==> src/rtl/bike_readout_pkg.sv <==
// Shared definitions for the sample BRAM readout block.
//   num_words()      : number of 32-bit BRAM words holding a sample string
//   addr_w()         : BRAM word-address width for a given sample length
//   last_word_mask() : keeps only the valid bits of the final word
//   state_t          : readout controller states
package bike_readout_pkg;

    localparam int WORD_W                = 32;
    localparam int DEFAULT_SAMPLE_LENGTH = 256;

    function automatic int num_words(input int sample_length);
        return (sample_length + WORD_W - 1) / WORD_W;
    endfunction

    function automatic int addr_w(input int sample_length);
        return $clog2(sample_length / WORD_W) + 1;
    endfunction

    // Address width for the default sample length.
    localparam int DEFAULT_ADDR_W = addr_w(DEFAULT_SAMPLE_LENGTH);

    // Bits above the sample length in the final word are unused storage and
    // must never reach the consumer.
    function automatic logic [WORD_W-1:0] last_word_mask(input int sample_length);
        logic [WORD_W-1:0] mask;
        int                rem;
        rem = sample_length % WORD_W;
        for (int b = 0; b < WORD_W; b++) begin
            mask[b] = (rem == 0) || (b < rem);
        end
        return mask;
    endfunction

    typedef enum logic [1:0] {
        S_RESET = 2'd0,
        S_READ  = 2'd1,
        S_DRAIN = 2'd2,
        S_DONE  = 2'd3
    } state_t;

endpackage

==> src/rtl/bike_fifo2.sv <==
// Two-entry synchronous FIFO that buffers BRAM words ahead of the output port.
//   clk, rst_n   : clock, synchronous active-low reset
//   push_i       : write push_data_i this cycle
//   push_data_i  : entry to store (data word plus last-word flag)
//   pop_i        : drop the head entry this cycle
//   head_o       : oldest entry
//   count_o      : occupancy, 0..2
module bike_fifo2 #(
    parameter int W = 33
) (
    input  logic         clk,
    input  logic         rst_n,
    input  logic         push_i,
    input  logic [W-1:0] push_data_i,
    input  logic         pop_i,
    output logic [W-1:0] head_o,
    output logic [1:0]   count_o
);

    logic [W-1:0] mem_q [2];
    logic [W-1:0] mem_d [2];
    logic         wr_ptr_q, wr_ptr_d;
    logic         rd_ptr_q, rd_ptr_d;
    logic [1:0]   count_q, count_d;

    always_comb begin
        mem_d    = mem_q;
        wr_ptr_d = wr_ptr_q;
        rd_ptr_d = rd_ptr_q;
        count_d  = count_q;
        if (push_i) begin
            mem_d[wr_ptr_q] = push_data_i;
            wr_ptr_d        = ~wr_ptr_q;
        end
        if (pop_i) begin
            rd_ptr_d = ~rd_ptr_q;
        end
        // Simultaneous push and pop leaves the occupancy unchanged.
        case ({push_i, pop_i})
            2'b10:   count_d = count_q + 2'd1;
            2'b01:   count_d = count_q - 2'd1;
            default: count_d = count_q;
        endcase
    end

    always_ff @(posedge clk) begin
        if (!rst_n) begin
            for (int i = 0; i < 2; i++) begin
                mem_q[i] <= '0;
            end
            wr_ptr_q <= 1'b0;
            rd_ptr_q <= 1'b0;
            count_q  <= 2'd0;
        end else begin
            mem_q    <= mem_d;
            wr_ptr_q <= wr_ptr_d;
            rd_ptr_q <= rd_ptr_d;
            count_q  <= count_d;
        end
    end

    // The upstream credit scheme must never overrun or underrun the buffer.
    always_ff @(posedge clk) begin
        if (rst_n) begin
            assert (!(push_i && (count_q == 2'd2)));
            assert (!(pop_i && (count_q == 2'd0)));
        end
    end

    assign head_o  = mem_q[rd_ptr_q];
    assign count_o = count_q;

endmodule

==> src/rtl/bike_sampler_readout.sv <==
// Streams a sampled bit string out of BRAM as 32-bit words over valid/ready.
//   CLK, RESETN            : clock, synchronous active-low reset
//   ENABLE                 : level start request, sampled while idle
//   DONE                   : high once the final word has been accepted
//   RDEN, ADDR, DIN        : BRAM read port (data one cycle after RDEN)
//   DOUT_VALID/READY       : output handshake
//   DOUT, DOUT_LAST        : output word (0 when not valid) and final-word flag
module bike_sampler_readout
    import bike_readout_pkg::*;
#(
    parameter int SAMPLE_LENGTH = 256
) (
    input  logic                             CLK,
    input  logic                             RESETN,
    input  logic                             ENABLE,
    output logic                             DONE,
    output logic                             RDEN,
    output logic [addr_w(SAMPLE_LENGTH)-1:0] ADDR,
    input  logic [31:0]                      DIN,
    output logic                             DOUT_VALID,
    input  logic                             DOUT_READY,
    output logic [31:0]                      DOUT,
    output logic                             DOUT_LAST
);

    localparam int                ADDR_W    = addr_w(SAMPLE_LENGTH);
    localparam int                NUM_WORDS = num_words(SAMPLE_LENGTH);
    localparam logic [ADDR_W-1:0] LAST_ADDR = ADDR_W'(NUM_WORDS - 1);
    localparam logic [WORD_W-1:0] LAST_MASK = last_word_mask(SAMPLE_LENGTH);

    state_t              state_q, state_d;
    logic [ADDR_W-1:0]   addr_q, addr_d;
    logic                inflight_q, inflight_d;
    logic                inflight_last_q, inflight_last_d;
    logic                done_q, done_d;

    logic                rden;
    logic                pop;
    logic                credit_ok;
    logic                fifo_empty;
    logic [1:0]          occupancy;
    logic [WORD_W:0]     head;        // {last, data}
    logic [WORD_W:0]     push_entry;

    assign fifo_empty = (occupancy == 2'd0);
    assign pop        = !fifo_empty && DOUT_READY;

    // occupancy + inflight - pop < 2, rearranged to stay non-negative.
    // A read may only be issued if its data is guaranteed a free slot when
    // it returns next cycle.
    assign credit_ok = ({1'b0, occupancy} + {2'b00, inflight_q})
                       < (3'd2 + {2'b00, pop});

    always_comb begin
        state_d = state_q;
        addr_d  = addr_q;
        rden    = 1'b0;
        case (state_q)
            S_RESET: begin
                addr_d = '0;
                if (ENABLE) begin
                    state_d = S_READ;
                end
            end
            S_READ: begin
                if (credit_ok) begin
                    rden   = 1'b1;
                    addr_d = addr_q + 1'b1;
                    if (addr_q == LAST_ADDR) begin
                        state_d = S_DRAIN;
                    end
                end
            end
            S_DRAIN: begin
                // The final word is the only thing left once it is popped.
                if (pop && head[WORD_W] && (occupancy == 2'd1) && !inflight_q) begin
                    state_d = S_DONE;
                end
            end
            S_DONE: begin
                if (!ENABLE) begin
                    state_d = S_RESET;
                end
            end
            default: state_d = S_RESET;
        endcase
        inflight_d      = rden;
        inflight_last_d = rden && (addr_q == LAST_ADDR);
        done_d          = (state_d == S_DONE);
    end

    always_ff @(posedge CLK) begin
        if (!RESETN) begin
            state_q         <= S_RESET;
            addr_q          <= '0;
            inflight_q      <= 1'b0;
            inflight_last_q <= 1'b0;
            done_q          <= 1'b0;
        end else begin
            state_q         <= state_d;
            addr_q          <= addr_d;
            inflight_q      <= inflight_d;
            inflight_last_q <= inflight_last_d;
            done_q          <= done_d;
        end
    end

    // The final word is masked and tagged as it enters the buffer, so the
    // head entry is already in its outgoing form.
    assign push_entry = {inflight_last_q,
                         inflight_last_q ? (DIN & LAST_MASK) : DIN};

    bike_fifo2 #(
        .W(WORD_W + 1)
    ) u_fifo (
        .clk         (CLK),
        .rst_n       (RESETN),
        .push_i      (inflight_q),
        .push_data_i (push_entry),
        .pop_i       (pop),
        .head_o      (head),
        .count_o     (occupancy)
    );

    assign RDEN       = rden;
    assign ADDR       = addr_q;
    assign DONE       = done_q;
    assign DOUT_VALID = !fifo_empty;
    assign DOUT       = fifo_empty ? '0 : head[WORD_W-1:0];
    assign DOUT_LAST  = !fifo_empty && head[WORD_W];

endmodule
==> config.mk <==
export PLATFORM = sky130hd
export DESIGN_NAME = bike_sampler_readout
export DESIGN_NICKNAME = d
export VERILOG_FILES = /design/src/rtl/bike_readout_pkg.sv /design/src/rtl/bike_fifo2.sv /design/src/rtl/bike_sampler_readout.sv
export SDC_FILE = /design/constraint.sdc
export NUM_CORES = 1
export LEC_CHECK = 0
export ABC_AREA = 1
export BUFFER_PORTS_ARGS = -buffer_cell sky130_fd_sc_hd__clkbuf_2
export CAP_MARGIN = 15
export CORE_ASPECT_RATIO = 2
export CORE_UTILIZATION = 35
export CTS_CLUSTER_DIAMETER = 150
export DETAILED_ROUTE_END_ITERATION = 16
export PLACE_DENSITY = 0.69
export SETUP_SLACK_MARGIN = 0.3
export SYNTH_ARGS = -nofsm -noshare
export SYNTH_HDL_FRONTEND = slang
export SYNTH_SLANG_ARGS = --single-unit
==> constraint.sdc <==
create_clock -name CLK -period 1.4 [get_ports CLK]
set_clock_uncertainty 0.2 [all_clocks]
set_input_delay 0.14 -clock CLK [delete_from_list [all_inputs] [get_ports CLK]]
set_output_delay 0.14 -clock CLK [all_outputs]
set_load 0.01 [all_outputs]
# [Word level (Yosys, flattened, before mapping)]
# Cells that the tools add are included.
[op_classes] n_addsub=5 n_eq_ne=9 reduce_logical=14 bitwise_logic=4 order_cmp=4 muxes=18
[op_table] cell="33-bit 2-to-1 mux" n=4
[op_table] cell="66-bit bitwise mux" n=1
[op_table] cell="33-bit demux with 1-bit select" n=1
[op_table] cell="32-bit 2-to-1 mux" n=1
[op_table] cell="2-bit 2-to-1 mux" n=5
[op_table] cell="2-bit == test (second input constant)" n=4
[op_table] cell="2-bit one-hot mux with 4 select lines" n=1
[op_table] cell="4-bit one-hot mux with 2 select lines" n=1
[op_table] cell="1-bit logical AND" n=7
[op_table] cell="2-bit by 1-bit == test with 1-bit output (second input constant)" n=3
[op_table] cell="4-bit by 1-bit adder with 4-bit output (second input constant)" n=1
[op_table] cell="4-bit by 3-bit == test with 1-bit output (second input constant)" n=1
[op_table] cell="2-bit greater-or-equal comparator (second input constant)" n=2
[op_table] cell="2-bit zero test" n=2
[op_table] cell="4-bit 2-to-1 mux" n=1
[op_table] cell="1-bit inverter with 2-bit output" n=2
[op_table] cell="2-bit one-hot mux with 2 select lines" n=1
[op_table] cell="2-bit nonzero test" n=2
[op_table] cell="2-bit by 1-bit adder with 3-bit output" n=1
[op_table] cell="2-bit by 1-bit adder with 3-bit output (first input constant)" n=1
[op_table] cell="3-bit less-than comparator" n=1
[op_table] cell="2-bit by 1-bit adder with 2-bit output (second input constant)" n=1
[op_table] cell="1-bit zero test" n=2
[op_table] cell="2-bit by 1-bit less-than comparator with 1-bit output (second input constant)" n=1
[op_table] cell="5 further kinds" n=7
[totals] out_inout_bits=40 ff_bits=79 word_cells=64

# [Logic depth before layout (Yosys ltp)]
# Gate-level depths: netlist of run 1.
[depth] ltp_word=10 mapped_depth=11 mapped_depth_nobuf=11

# [By module]
# Synthesis of run 1 repeated with hierarchy kept, for this count alone.
[hier_totals] cells_unflattened=530 hier_area_um2=3588.4
[modules_own_cells] module="bike_fifo2" area_each_um2=2800.2 n_inst=1 cells_per_inst=387
[modules_own_cells] module="bike_sampler_readout" area_each_um2=788.3 n_inst=1 cells_per_inst=143

# [Worst setup path before layout of run 1]
# Ideal clock, no wire load.
[synth_path] path_type="reg2out" start="register u_fifo.count_q[0], in the netlist u_fifo.count_o[0]" end="output port DOUT[22]" setup_slack_ps=-228 arrival_ps=1288 required_time_ps=1060 path_stages_with_launch=7 path_buffers=1 cell_sequence="dfxtp_1 > inv_1 > ha_1 > inv_2 > clkbuf_1 > o21ai_0 > nor2_1"
[synth_between] elab_chain_cells=2
[synth_lines] element="start, declared" line_no="bike_fifo2.sv:24" rtl="logic [1:0] count_q, count_d;"
[synth_lines] element="start signal, assigned" line_no="bike_fifo2.sv:58" rtl="count_q <= count_d;"
[synth_lines] element="2-bit zero test" line_no="bike_sampler_readout.sv:45" rtl="assign fifo_empty = (occupancy == 2'd0);"
[synth_lines] element="32-bit 2-to-1 mux" line_no="bike_sampler_readout.sv:129" rtl="assign DOUT = fifo_empty ? '0 : head[WORD_W-1:0];"
[synth_lines] element="end, declared" line_no="bike_sampler_readout.sv:22" rtl="output logic [31:0] DOUT,"
# Every way passes these cells.

# [Final worst setup path of run 1]
[layout_path] start="register u_fifo.count_q[0], in the netlist u_fifo.count_o[0]" end="output port DOUT[29]"
# The elaborated chain is that of the path after synthesis.

==> results of run 1 <==
-- cells by family after synthesis --
family | synth area share [%]
adder cells (fa/ha/maj) | 1.85
flip-flops | 46.8
AO/OA/AOI/OAI | 16.8
buffers and inverters | 6.26
AND/OR/NAND/NOR | 28.2
-- layer usage --
layer / share of wire, % / up-vias
met4: 3.3 / 0
li1: - / 1870
met3: 4.2 / 30
met1: 37 / 1838
met5: 0 / -
met2: 56 / 131
-- timing repair --
action | CTS | global route
endpoints found under the setup margin | 119 | 119
pin swaps | 25 | 30
resized for setup | 172 | 160
hold buffers | 33 | 0
endpoints found under the hold margin | 69 | 0
setup buffers | 13 | 4
gates cloned | 8 | 3
-- layout by cell type, fill, tap and decap left out, types with 6 or more instances in the layout --
cell type                       synthesis  final
sky130_fd_sc_hd__buf_16                 0      6
sky130_fd_sc_hd__buf_2                  4     32
sky130_fd_sc_hd__buf_6                  3     17
sky130_fd_sc_hd__nor2_2                 0     19
sky130_fd_sc_hd__dlygate4sd3_1          0     33
sky130_fd_sc_hd__inv_1                 14      9
sky130_fd_sc_hd__dfxtp_1               79     70
sky130_fd_sc_hd__nand2_1               25     18
sky130_fd_sc_hd__clkbuf_2               3     37
sky130_fd_sc_hd__o21ai_0               99     10
sky130_fd_sc_hd__buf_4                  0     17
sky130_fd_sc_hd__nor2_4                 1     27
sky130_fd_sc_hd__clkbuf_16              0     13
sky130_fd_sc_hd__buf_12                 0     10
sky130_fd_sc_hd__o21ai_1                5     45
sky130_fd_sc_hd__o21ai_2                0     44
sky130_fd_sc_hd__nor2_1               203    158
-- power breakdown --
part / internal [mW] / switching, mW / total [mW]
logic: 1.71 / 1.82 / 3.53
clock network: 1.59 / 0.897 / 2.48
registers: 2.46 / 0.196 / 2.66
total: 5.75 / 2.91 / 8.67
-- per-stage QoR --
stage | utilization, % | total power [mW] | hold WS [ns]
3_3_place_gp | 43.3 | 4.69 | 0.179
5_1_grt | 62.6 | 9.04 | 0.0442
3_5_place_dp | 43.3 | 4.74 | 0.188
6_report | 62.6 | 8.67 | 0.0279
4_1_cts | 56.8 | 8.04 | -0.0141
2_1_floorplan | - | 3.85 | 0.0749
-- flip-flops by register name (all words and copies together) (netlist names) --
register         flops
ADDR                 4
u_fifo.count_o       2
inflight_last_q      1
u_fifo.wr_ptr_q      1
state_q              2
inflight_q           1
u_fifo.mem_q        66
u_fifo.rd_ptr_q      1
DONE                 1
-- area by class of cell --
type                       count  area [sq um]  share of cell area (%)
sequential                    79          1600                    27.3
timing repair inverter         1          8.76                   0.149
multi-input combinational    362          2190                    37.3
timing repair buffer         160          1510                    25.7
inverter                      19           111                    1.90
clock inverter                 2          35.0                   0.597
tap                          104           130                    2.22
clock buffer                  14           285                    4.86
-- critical path: stages, from the launching register on --
cell	delay, ns
sky130_fd_sc_hd__dfxtp_4	0.39
sky130_fd_sc_hd__inv_4	0.05
sky130_fd_sc_hd__ha_4	0.18
sky130_fd_sc_hd__clkinv_8	0.10
sky130_fd_sc_hd__buf_12	0.13
sky130_fd_sc_hd__o21ai_2	0.06
sky130_fd_sc_hd__nor2_2	0.13
sky130_fd_sc_hd__buf_2	0.16
-- final timing paths --
path                              endpoint  slack [ns]
max                               DOUT[29]       -0.47
min                  inflight_q$_SDFF_PN0_        0.03
max reg2reg           ADDR[0]$_SDFFE_PN0P_       -0.45
min reg2reg  u_fifo.mem_q[29]$_SDFFE_PN0P_        0.28
==> results.txt, run 1 <==
- Via count of the first global-routing pass: 3728
* Result of the run: finished with violations
- Entering global routing, the biggest net connects 31 pins.
* Highest-utilization routing layer at the global route stage: met2
- CTS clock-pin slew for the worst setup and hold paths: 0.06 ns
- Summing the sequential cell areas from Yosys gives 46.8% of the chip area.
- Required time at the endpoint of the critical path: 1.06 ns
- For this run, the leading register cell type out of synthesis is sky130_fd_sc_hd__dfxtp_1.
- The finished layout holds 741 standard cells, fillers aside.
* Clock period minus final worst setup slack: 1.87 ns
- The net count of the finished layout is 673.
- Measured in cells, the most critical reg-to-reg path has a length of 11.
- Synth warn: 0
- In the global route stage, overall resource usage came out at 22.9%.
- Post-synth design cell area: 3380 sq um
- Classification of the worst setup path: reg -> out
- Async SR Flop Fraction: 0%
- Share of layout cells above drive strength 1: 43.5%
- Startpoint of the lowest-slack hold path: RESETN
- At the pin with the least slew margin, the transition time is 0.357 ns.
- Post-synth top area share: 46.8%
- Largest cells by area after synthesis: sky130_fd_sc_hd__dfxtp_1, sky130_fd_sc_hd__nor2_1, sky130_fd_sc_hd__o21ai_0
- Net count after synthesis: 530
- The final critical path takes up 133% of the cycle.
* Most numerous cell in the Yosys netlist: sky130_fd_sc_hd__nor2_1
- The first routing iteration left 260 violations.
* R2r startpoint: u_fifo.count_o[0]$_SDFFE_PN0P_
- In this run, distinct cell masters in the synthesized netlist total 21.
- Number of flops mapped to enable cells by yosys: 0
- Global routing consumed, on the met3 layer, 3.57% of the routing resources.
- TritonCTS created 9 clock buffers.
* Syn Inst Count: 489
- Dpl cell area: 4060 sq um
* Overflow left after global routing: 0
- Final slew viol count: 0
- After floorplanning, the core was sized to cover 9380 sq um.
- Final Hold Viols: 0
- For this run, the top clock speed supported by timing is 0.535 GHz.
- For the final routed database, the setup TNS stands at -18.50 ns.
- Dividing the synthesized area by the synthesized cell count gives 6.90 sq um.
* Setup Slack @ Placement: -0.160 ns
- 76 I/O pins were placed.
- Standard-cell rows: 50
- Router iterations before antenna repair: 4
- Counting the fill cells in the layout gives 730.
- Setup violations remaining at the end of the flow were counted as 47.
- Class of the worst hold path: in -> reg
- Post-Place Cells: 664
- The die is 71.4 microns wide.
- After detailed routing, the number of vias per cell comes to 5.22.
- Die boundary height: 141 microns
- Unrepaired setup endpoints after global routing: true
- Sort of element at the end of the critical path: output pin
- Total of max-cap violations: 0
- Max IR drop VDD: 867 uV
- The tree built by TritonCTS fans out to 79 sinks.
- At the later pin of the worst-skew pair, clock insertion delay measures 0.34 ns.
- The biggest area contributor in the post-synthesis netlist is sky130_fd_sc_hd__dfxtp_1.
* Final setup slack of the worst path: -0.468 ns
- Post-DP HPWL: 6.47 mm
* Gpl congestion: 0.813
* Effective utilization at floorplan: 36.0%
* Fraction of met2 tracks used by global routing: 43.3%
- No sink is reached through more buffers than the 2 on the longest clock path.
- Tracing the worst setup path back leads to its startpoint at u_fifo.count_o[0]$_SDFFE_PN0P_.
* Slew margin rel.: 76.2%
- The H-tree was split into 3 levels.
* First-pass GRT wire length: 17.8 mm
- Port buffering added 75 buffers.
* TritonCTS clock tree: done
- The worst setup path is launched from a register.
* P&R area growth vs syn: 73.9%
* Antenna violations before repair: 0
- After synthesis, the most frequently instantiated cells are sky130_fd_sc_hd__nor2_1, sky130_fd_sc_hd__o21ai_0, sky130_fd_sc_hd__dfxtp_1.
- The finished cells cover 5870 sq um.
* Die area: 10100 sq um
- Diodes inserted: 0
- Global routing consumed, on the met1 layer, 23.5% of the routing resources.
- Detailed Route WL: 12.0 mm
- Worst endpoint data arrival time: 1.53 ns
* Average wire per cell in the routed design: 16.2 microns
- In this run the clock root is driven by a sky130_fd_sc_hd__clkbuf_16.
* Reported leakage power: 2.63 nW
* Pwr/cell area: 1480 nW/um^2
* Total of flip-flops plus latches after synthesis: 79
* DRC violations left: 0
- The detailed router placed 3869 vias in this run.
- Along the worst hold path, the cell count comes to 3.
- Failing checks: setup timing
- Of all nets on the critical path, the largest fanout is 8.
- Number of nets with antenna violations after detailed routing: 0
Power figures use the tool's default switching activity.
==> run 2, diff against run 1 <==
--- a/config.mk
+++ b/config.mk
@@ -5,14 +5,13 @@
 export SDC_FILE = /design/constraint.sdc
 export NUM_CORES = 1
 export LEC_CHECK = 0
-export ABC_AREA = 1
+export ABC_AREA = 0
 export BUFFER_PORTS_ARGS = -buffer_cell sky130_fd_sc_hd__clkbuf_2
 export CAP_MARGIN = 15
 export CORE_ASPECT_RATIO = 2
 export CORE_UTILIZATION = 35
 export CTS_CLUSTER_DIAMETER = 150
 export DETAILED_ROUTE_END_ITERATION = 16
-export PLACE_DENSITY = 0.69
 export SETUP_SLACK_MARGIN = 0.3
 export SYNTH_ARGS = -nofsm -noshare
 export SYNTH_HDL_FRONTEND = slang
==> run 2 against run 1 <==
Effect of this change: the flow still finishes with violations (setup timing); critical path depth increased by 1; wire length increased by 5.9%; power increased by 15%; hold slack got worse by 0.022 ns; die area increased by 7.3%; utilization increased by 7.4 points; critical path type is now reg -> reg; largest cell class unchanged.
==> results.txt, run 2 <==
- Most common library cell in the layout ignoring fill and taps: sky130_fd_sc_hd__dfxtp_1
- Yosys cell types: 35 (+67%)
* Final Hold Viols: 0 (unchanged)
- Final setup slack of the worst path: -0.923 ns (-0.455 ns)
- Number of flops mapped to enable cells by yosys: 0 (unchanged)
* Most numerous cell in the Yosys netlist: sky130_fd_sc_hd__nand2_1
- The CTS buffer count came to 9 (unchanged).
- The average footprint of a synthesized cell came to 8.26 sq um (+20%).
- The H-tree depth reported by CTS was 3 (unchanged).
- Total Routing Usage GR: 23.6% (+0.68 points)
- Syn Inst Count: 439 (-10%)
* Gpl congestion: 0.761 (-6.3%)
- Maximum operating frequency: 0.431 GHz (-20%)
- Result of the run: finished with violations
- The area of the die was 10800 sq um (+7.3%).
- The antenna diode count is 0 (unchanged).
- TritonCTS built the clock tree.
* Largest register FFs: 66 (unchanged)
* Final slew viol count: 0 (unchanged)
- The share of the core filled with cells is 69.9% (+7.4 points).
- The worst voltage drop across the vdd grid came to 1030 uV (+19%).
- Horizontal extent of the die: 74.0 microns (+3.6%)
- The number of synthesis warnings is 0 (unchanged).
- The maximum buffer depth of the clock tree was 2 (unchanged).
* Post-DP HPWL: 6.26 mm (-3.3%)
- Top reg by flops: u_fifo.mem_q
* Required time at the endpoint of the critical path: 1.43 ns (+0.37 ns)
- Via count of the first global-routing pass: 3695 (-0.89%)
- The pin count of the biggest net entering global routing was 40 (+29%).
* Standard-cell rows: 52 (+4.0%)
* Number of vias per cell after detailed routing: 4.97 (-4.8%)
- The number of antenna violations at the first check in global routing came to 0 (unchanged).
* Sequential element share of the synthesized area: 43.6% (-3.2 points)
* Total number of nets in the final design: 655 (-2.7%)
- In this run the worst hold path is classified as in -> reg.
- The clock sink count was 79 (unchanged).
- Clk Tree Root Cell: sky130_fd_sc_hd__clkbuf_16
* Top-level port count: 76 (unchanged)
- Setup repair after global routing could not meet its margin everywhere.
- Classification of the worst setup path: reg -> reg
* Total of max-cap violations: 0 (unchanged)
- The flip-flop and latch count after synthesis was 79 (unchanged).
- The post-detailed-route count of antenna-violating nets is 0 (unchanged).
- The async set-or-reset flop fraction in the synthesized netlist was 0% (unchanged).
- The shortest clock period the worst path allows after layout is 2.32 ns (+0.455 ns).
- The remaining global-route overflow came to 0 (unchanged).
- Largest area contributor in the synthesized netlist: sky130_fd_sc_hd__dfxtp_1
- The worst slew margin relative to its limit came to 77.2% (+1.0 points).
- The portion of the clock cycle consumed by the worst path in the final layout was 166% (+32 points).
* Most repeated library cell on the critical path: sky130_fd_sc_hd__buf_6
* Post-synth top area share: 43.6% (-3.2 points)
- The maximum fanout encountered on the critical timing path was 2 (-6).
* P&R area growth vs syn: 94.4%
- Starting DRT DRC Count: 164 (-37%)
* # setup viols final: 114 (+140%)
* Area taken by multi-input logic gates: 2590 sq um (+19%)
- The signal arrival time at the worst endpoint came to 2.36 ns (+0.83 ns).
* Largest cells by area after synthesis: sky130_fd_sc_hd__dfxtp_1, sky130_fd_sc_hd__a21boi_0, sky130_fd_sc_hd__nand2_1
- Router iterations before antenna repair: 4 (unchanged)
- Effective utilization at floorplan: 36.0% (about the same)
- The wire length of the first global-routing pass was 19.0 mm (+7.0%).
- Cell types with the highest counts after synthesis: sky130_fd_sc_hd__nand2_1, sky130_fd_sc_hd__dfxtp_1, sky130_fd_sc_hd__a21boi_0
- The chip height came to 146 microns (+3.6%).
- The slack of the worst reg-to-reg path came to -0.92 ns (-0.47 ns).
- STA classifies the critical path startpoint as a register.
- The number of buffer cells added on primary ports came to 75 (unchanged).
- The number of fillers in the final layout was 713 (-2.3%).
- CTS clock-pin slew for the worst setup and hold paths: 0.06 ns (about the same)
- Clk Latency, worst-skew pair: 0.34 ns (about the same)
- The detailed-route DRC error count came to 0 (unchanged).
- Sort of element at the end of the critical path: register
- Slowest cell on the critical path: sky130_fd_sc_hd__or3b_4
* Sequential standard cell area: 1600 sq um (-0.23%)
- The proportion of layout cells with a drive suffix above 1 was 56.3% (+13 points).
- Post-synth design cell area: 3630 sq um (+7.4%)
* Net count after synthesis: 480 (-9.4%)
- The wire length after detailed routing is 12.7 mm (+5.9%).
- Pin slew with the least headroom to its limit: 0.342 ns (-0.0150 ns)
- The leakage power figure is 2.71 nW (+2.9%).
- Vias: 3743 (-3.3%)
- Synth Flop Type: sky130_fd_sc_hd__dfxtp_1
* Core ar.: 10100 sq um (+7.5%)
* Crit path largest cell delay: 0.42 ns (+0.03 ns)
* Failing checks: setup timing
* Crit path cell chain: ha_4 > or3b_4 > buf_6 > buf_6 > buf_6 > a2111oi_4 > o221ai_2 > and2_1
- Average wire per cell in the routed design: 16.8 microns (+4.3%)
- In the layout the commonest cells are sky130_fd_sc_hd__dfxtp_1, sky130_fd_sc_hd__buf_6, sky130_fd_sc_hd__nand2_2, sky130_fd_sc_hd__nand2_1, sky130_fd_sc_hd__a21boi_1.
- Hold slack: 0.00572 ns (-0.0222 ns)
* Pwr/cell area: 1410 nW/um^2 (-4.2%)
==> run 2: cell families (layout without fill, tap and decap cells) <==
| group | Yosys count | count (layout) | share of synthesized area [%] |
|---|---|---|---|
| buffers and inverters | 42 | 221 | 4.66 |
| AO/OA/AOI/OAI | 83 | 83 | 18.1 |
| adder cells (fa/ha/maj) | 5 | 5 | 1.72 |
| flip-flops | 79 | 79 | 43.6 |
| XOR/XNOR | 3 | 3 | 0.725 |
| multiplexers | 34 | 34 | 9.42 |
| AND/OR/NAND/NOR | 193 | 193 | 21.7 |
==> run 2: routing by layer <==
metal | up-vias | GRT usage, % | share of wire [%]
met3 | 30 | 3.74 | 3.0
met4 | 0 | 9.62 | 4.1
met2 | 90 | 43.0 | 57
li1 | 1816 | - | -
met1 | 1807 | 25.9 | 36
met5 | - | 0 | 0
==> run 2: power by group <==
group | switching (mW) | internal (mW) | leakage [nW] | total, mW
Combinational | 2.20 | 2.74 | 1.90 | 4.94
Sequential | 0.138 | 2.40 | 0.645 | 2.54
Clock | 0.897 | 1.59 | 0.155 | 2.49
Total | 3.23 | 6.74 | 2.71 | 9.97
==> run 2: stage by stage <==
step                worst slack [ns]  instances  cell area [sq um]  power [mW]  TNS [ns]
finish                        -0.923        753               7050        9.97    -46.91
global route                  -0.975        753               7050        10.3    -53.23
CTS                           -0.954        747               6480        9.62    -39.24
detailed placement            -0.776        649               4660        4.98    -12.66
global placement              -0.753        649               4660        4.96    -11.88
floorplan                     -0.663        439               4040        4.39     -6.07
==> run 2: repair_timing <==
action                                  4_1_cts  5_1_grt
hold endpoints to repair                     67        0
pin swaps                                    86       52
setup buffers                                35        5
cloned                                       15        1
resized for setup                           137      151
endpoints found under the setup margin      119      119
hold buffers                                 33        0
==> run 2: path summary, 6_finish.rpt <==
kind | startpoint | depth (start not counted) | endpoint
min reg2reg | u_fifo.mem_q[64]$_SDFFE_PN0P_ | 2 | u_fifo.mem_q[64]$_SDFFE_PN0P_
max | inflight_q$_SDFF_PN0_ | 8 | DONE$_SDFF_PN0_
min | RESETN | 3 | ADDR[3]$_SDFFE_PN0P_
max reg2reg | inflight_q$_SDFF_PN0_ | 8 | DONE$_SDFF_PN0_
==> run 2: worst max-delay path: cells and delay by family (launching register included) <==
family	cells	cell delay, ns
simple gates	2	0.57
compound gates	2	0.53
flops	1	0.35
buf+inv	3	0.34
fa+ha+maj	1	0.23
==> run 2: cell type report <==
| cell class | count | share of cell area [%] |
|---|---|---|
| Clock buffer | 11 | 3.44 |
| Clock inverter | 4 | 0.994 |
| Inverter | 6 | 0.355 |
| Multi-Input combinational cell | 318 | 36.8 |
| Sequential cell | 79 | 22.7 |
| Tap cell | 135 | 2.40 |
| Timing Repair Buffer | 200 | 33.4 |
